## src/rtl/mux_scan_pkg.sv

```systemverilog
// Shared types and constants for the five-channel select / 7-segment scan path.
// Segment patterns are active-high with bit order {g,f,e,d,c,b,a}.
package mux_scan_pkg;

  typedef enum logic [1:0] {
    IDLE   = 2'd0,
    SETTLE = 2'd1,
    HOLD   = 2'd2
  } state_e;

  localparam int              NUM_CH   = 5;
  localparam int              SEL_W    = 3;
  localparam logic [SEL_W-1:0] SEL_LAST = 3'd4;

  localparam logic [6:0] SEG_0 = 7'b0111111;
  localparam logic [6:0] SEG_1 = 7'b0000110;
  localparam logic [6:0] SEG_2 = 7'b1011011;
  localparam logic [6:0] SEG_3 = 7'b1001111;
  localparam logic [6:0] SEG_4 = 7'b1100110;
  localparam logic [6:0] SEG_5 = 7'b1101101;
  localparam logic [6:0] SEG_6 = 7'b1111101;
  localparam logic [6:0] SEG_7 = 7'b0000111;

  // Wraps after the last channel so select never leaves 0..4.
  function automatic logic [SEL_W-1:0] next_sel(input logic [SEL_W-1:0] s);
    return (s == SEL_LAST) ? '0 : s + 1'b1;
  endfunction

endpackage

```

## src/rtl/seg7_dec.sv

```systemverilog
// Combinational 3-bit value to 7-segment pattern decoder.
// Output is registered by the instantiating controller.
module seg7_dec
  import mux_scan_pkg::*;
(
  input  logic [2:0] val,
  output logic [6:0] seg
);

  always_comb begin
    seg = SEG_0;
    case (val)
      3'd0: seg = SEG_0;
      3'd1: seg = SEG_1;
      3'd2: seg = SEG_2;
      3'd3: seg = SEG_3;
      3'd4: seg = SEG_4;
      3'd5: seg = SEG_5;
      3'd6: seg = SEG_6;
      3'd7: seg = SEG_7;
    endcase
  end

endmodule

```

## src/rtl/mux_scan_ctrl.sv

```systemverilog
// Scan controller: steps select over five channels (auto dwell or manual handshake),
// snapshots the selected channel and drives a registered 7-segment pattern.
module mux_scan_ctrl
  import mux_scan_pkg::*;
#(
  parameter int DWELL_W = 8
) (
  input  logic               clk,
  input  logic               rst,
  input  logic               en,
  input  logic               mode,
  input  logic [DWELL_W-1:0] dwell,
  input  logic               step_req,
  output logic               step_ack,
  input  logic [SEL_W-1:0]   u,
  input  logic [SEL_W-1:0]   v,
  input  logic [SEL_W-1:0]   w,
  input  logic [SEL_W-1:0]   x,
  input  logic [SEL_W-1:0]   y,
  output logic [SEL_W-1:0]   sel,
  output logic [SEL_W-1:0]   digit,
  output logic [6:0]         led7_out,
  output logic               ch_valid,
  output logic               wrap
);

  state_e             state_q, state_d;
  logic [SEL_W-1:0]   sel_q, sel_d;
  logic [SEL_W-1:0]   digit_q, digit_d;
  logic [6:0]         led_q, led_d;
  logic [DWELL_W-1:0] cnt_q, cnt_d;
  logic               armed_q, armed_d;
  logic               step_ack_q, step_ack_d;
  logic               ch_valid_q, ch_valid_d;
  logic               wrap_q, wrap_d;
  logic               advance;

  logic [SEL_W-1:0]   ch [NUM_CH];
  logic [SEL_W-1:0]   mux_val;
  logic [6:0]         mux_seg;

  assign ch[0] = u;
  assign ch[1] = v;
  assign ch[2] = w;
  assign ch[3] = x;
  assign ch[4] = y;

  always_comb begin
    mux_val = '0;
    if (sel_q <= SEL_LAST) mux_val = ch[sel_q];
  end

  seg7_dec u_seg7_dec (
    .val (mux_val),
    .seg (mux_seg)
  );

  always_comb begin
    state_d    = state_q;
    sel_d      = sel_q;
    digit_d    = digit_q;
    led_d      = led_q;
    cnt_d      = cnt_q;
    // Re-arming happens on any low cycle of the request, whatever the state.
    armed_d    = armed_q | ~step_req;
    step_ack_d = 1'b0;
    ch_valid_d = 1'b0;
    wrap_d     = 1'b0;
    advance    = 1'b0;

    if (!en) begin
      state_d = IDLE;
      cnt_d   = '0;
    end else begin
      case (state_q)
        IDLE: state_d = SETTLE;
        SETTLE: begin
          digit_d    = mux_val;
          led_d      = mux_seg;
          ch_valid_d = 1'b1;
          cnt_d      = (dwell == '0) ? DWELL_W'(1) : dwell;
          state_d    = HOLD;
        end
        HOLD: begin
          if (!mode) begin
            if (cnt_q <= DWELL_W'(1)) advance = 1'b1;
            else                      cnt_d   = cnt_q - DWELL_W'(1);
          end else if (step_req && armed_q) begin
            step_ack_d = 1'b1;
            armed_d    = 1'b0;
            advance    = 1'b1;
          end
        end
        default: state_d = IDLE;
      endcase
    end

    if (advance) begin
      sel_d   = next_sel(sel_q);
      wrap_d  = (sel_q == SEL_LAST);
      state_d = SETTLE;
    end
  end

  always_ff @(posedge clk or posedge rst) begin
    if (rst) begin
      state_q    <= IDLE;
      sel_q      <= '0;
      digit_q    <= '0;
      led_q      <= SEG_0;
      cnt_q      <= '0;
      armed_q    <= 1'b1;
      step_ack_q <= 1'b0;
      ch_valid_q <= 1'b0;
      wrap_q     <= 1'b0;
    end else begin
      state_q    <= state_d;
      sel_q      <= sel_d;
      digit_q    <= digit_d;
      led_q      <= led_d;
      cnt_q      <= cnt_d;
      armed_q    <= armed_d;
      step_ack_q <= step_ack_d;
      ch_valid_q <= ch_valid_d;
      wrap_q     <= wrap_d;
    end
  end

  assign sel      = sel_q;
  assign digit    = digit_q;
  assign led7_out = led_q;
  assign step_ack = step_ack_q;
  assign ch_valid = ch_valid_q;
  assign wrap     = wrap_q;

endmodule

```

## config.mk

```make
export PLATFORM = sky130hd
export DESIGN_NAME = mux_scan_ctrl
export DESIGN_NICKNAME = d
export VERILOG_FILES = /design/src/rtl/mux_scan_pkg.sv /design/src/rtl/seg7_dec.sv /design/src/rtl/mux_scan_ctrl.sv
export SDC_FILE = /design/constraint.sdc
export NUM_CORES = 1
export LEC_CHECK = 0
export CORE_MARGIN = 5
export CORE_UTILIZATION = 43
export CTS_BUF_LIST = sky130_fd_sc_hd__clkbuf_16
export CTS_CLUSTER_DIAMETER = 200
export DETAILED_ROUTE_END_ITERATION = 10
export PLACE_DENSITY_LB_ADDON = 0.12
export RECOVER_POWER = 50
export SETUP_SLACK_MARGIN = 0.15
export SLEW_MARGIN = 30
export SYNTH_ARGS = -nofsm -noshare
export SYNTH_HDL_FRONTEND = slang
export SYNTH_SLANG_ARGS = --single-unit
```

## constraint.sdc

```tcl
create_clock -name clk -period 2.38 [get_ports clk]
set_input_delay 0.238 -clock clk [delete_from_list [all_inputs] [get_ports clk]]
set_output_delay 0.238 -clock clk [all_outputs]
set_load 0.01 [all_outputs]
```

==> summary.md <==
| Metric | Value |
|---|---|
| Worst min-delay path class | `reg -> reg` |
| Post-synthesis sequential area ratio | `0.422` |
| Top Ports | `44` |
| Cell Rows | `22` |
| Initial DRC count | `34` |
| Clock slew at reported path FFs | `70 ps` |
| Gate Count Post-Synth | `165` |
| Clock Sinks | `27` |
| Clock root buffer | `clkbuf_16` |
| Hold Path Sink | `state_q[0]` |
| I/O Buffers | `43` |
| Final Hold Vio Count | `0` |
| Die span in x | `71.4 um` |
| Worst r2r src | `sel[0]` |
| Cell taking the most area after synthesis | `dfrtp_1` |
| Clock Path Buffers | `2` |
| Slew of the pin with the lowest slew margin | `1450 ps` |
| First-pass GRT wire length | `6340 um` |
| Antenna diodes | `0` |
| GPL Wtd Cong | `0.889` |
| Fin area | `2220 um2` |
| Worst-path maximum fanout | `6` |
| M3 GR Usage | `0.0351` |
| Setup violators final | `0` |
| GR peak layer | `met2` |
| Seq. cell area | `686 um2` |
| Power per cell area | `1010 nW/um2` |
| Skew-Pair Late Insertion Delay | `260 ps` |
| Routed len/inst | `14.3 um` |
| Top-area cell type share of the netlist area | `0.309` |
| Pin count of the biggest net entering global routing | `28` |
| Most frequent cells in the layout | `36 x clkdlybuf4s50_1, 19 x dfrtp_1, 16 x nand2_1` |
| Reg-to-Reg End | `led7_out[3]` |
| Setup Crit Path Kind | `reg -> reg` |
| Fmax | `472 MHz` |
| Number of global-route vias before repair | `1364` |
| Max-slew violations | `0` |
| Post-synth cell types | `40` |
| Final ANT Viol Nets | `0` |
| R2R setup slack | `260 ps` |
| Fill count | `324` |
| Number of antenna violations at the first check in global routing | `0` |
| Synth area leaders | `dfrtp_1 31%, dfstp_2 11%, ha_1 7.7%, nand2_1 3.7%, mux4_1 3.2%` |
| Final WL | `3730 um` |
| Unrepaired setup endpoints after global routing | `false` |
| Hpwl dp | `2900 um` |
| Setup TNS | `0 ps` |
| Synthesized area per cell | `9.83 um2` |
| Mapped Nets | `203` |
| Final period util | `0.890` |
| Overall routing resource usage | `0.153` |
| Pre-Repair DR Iteration Count | `6` |
| Required @ worst endpoint | `2560 ps` |
| Hold depth | `1` |
| DIE AREA | `5100 um2` |
| Status | `completed` |
| Footprint of the multi-input gates | `868 um2` |
| Post-DP Area | `2130 um2` |
| Worst setup EP type | `flop` |
| Starting Density | `0.443` |
| DRC Markers | `0` |
| Hold_sp | `state_q[0]` |
| GRT met2 Usage | `0.259` |
| Most common cell after layout, fill and taps aside | `clkdlybuf4s50_1` |
| Nets | `252` |
| Crit path DAT | `2300 ps` |
| TritonCTS Buffers | `3` |
| Gr ovfl total | `0` |
| Static leakage | `0.992 nW` |
| CTS tree | `built` |
| Yosys warns | `0` |
| Post-Route Skew | `3.12 ps` |
| Worst R2R Path Depth | `7` |
| Via density | `5.28` |
| Core area | `3660 um2` |
| Hold slack | `465 ps` |
| Via count | `1377` |
| Max-slew headroom | `0.0349` |
| Max Cap Viol | `0` |
| IR drop worst, VDD | `0.492 mV` |
| Tmin final | `2120 ps` |
| H-Tree Depth | `1` |
| Share of cells above drive strength 1 | `0.150` |
| Register bit count reported by yosys | `27` |
| Crit start category | `flop` |
| M1 GR Usage | `0.193` |
| Mapped cell area | `1620 um2` |
| Syn-to-layout area delta | `37.0%` |
| Die height | `71.4 um` |
## sequential cells by signal, indices dropped and copies added, names as in the netlist
signal,count
armed_q,1
ch_valid,1
cnt_q,8
digit,3
led7_out,7
sel,3
state_q,2
step_ack,1
wrap,1
## metal layers
layer  vias to the layer above  wire (um)  share of wire
li1                        703          -              -
met1                       637       1670           0.45
met2                        35       1810           0.49
met3                         2        216          0.058
met4                         0         27         0.0072
met5                         -          0              0
## logic make-up (layout without fill, tap and decap cells)
| kind of cell | after synthesis | count (layout) | synth area share |
|---|---|---|---|
| and+or+nand+nor | 56 | 56 | 0.178 |
| AOI/OAI and AO/OA | 43 | 43 | 0.181 |
| DFF | 27 | 27 | 0.422 |
| buffers and inverters | 19 | 67 | 0.0486 |
| adders and majority gates | 10 | 10 | 0.0772 |
| muxes | 10 | 10 | 0.0926 |
## synthesized netlist by cell type (all sizes together)
master,count
dfrtp,20
nand2,16
nor2,13
inv,12
o21ai,12
ha,10
a21oi,8
dfstp,7
nor4,7
clkbuf,6
o22ai,6
o2bb2ai,5
a22oi,4
mux2,4
mux2i,3
mux4,3
nand2b,3
nor3,3
or2,3
a311oi,2
a31oi,2
and2,2
a21o,1
a311o,1
and4bb,1
buf,1
nand3,1
nand3b,1
nand4,1
nor3b,1
o311ai,1
o41ai,1
or3,1
or3b,1
or4,1
or4b,1
## layout make-up
type,count,share of cell area
multi-input combinational,119,0.391
sequential,27,0.309
timing repair buffer,51,0.217
clock buffer,3,0.0338
tap,48,0.0270
inverter,12,0.0203
clock inverter,1,0.00225
## power breakdown
| group | switching, W | internal (W) |
|---|---|---|
| Clock | 0.000154 | 0.000226 |
| Combinational | 0.000536 | 0.000601 |
| Sequential | 0.000101 | 0.000626 |
| Total | 0.000791 | 0.00145 |
## worst max path at each step
stage | startpoint | endpoint | slack, ps | depth (start not counted)
2_1_floorplan | sel[0] | led7_out[6] | 160 | 9
3_3_place_gp | v[1] | led7_out[6] | 180 | 7
3_5_place_dp | sel[0] | led7_out[6] | 70 | 8
4_1_cts | sel[0] | led7_out[6] | 240 | 8
5_1_grt | en | cnt_q[2] | 90 | 5
6_report | sel[0] | led7_out[3] | 260 | 7
## per-stage QoR
step	setup WS, ps	util	total power, W	cells
6_report	261	0.607	0.00224	261
5_1_grt	94.7	0.607	0.00243	261
4_1_cts	241	0.605	0.00225	259
3_5_place_dp	68.5	0.581	0.00185	255
3_3_place_gp	177	0.581	0.00183	255
2_1_floorplan	164	-	0.00141	165
## worst max-delay path, stage by stage, from the launching register on
cell     delay [ps]
dfrtp_2         410
buf_4           140
mux4_1          550
a22oi_2         160
inv_1            80
ha_1            300
mux2_2          270
o21ai_1         140
## what timing repair did
item	CTS	global route
gates resized for setup	2	0
setup endpoints to repair	2	1
hold buffers	0	0
hold endpoints to repair	0	0
setup buffers	0	2
(Power assumes the default switching activity.)
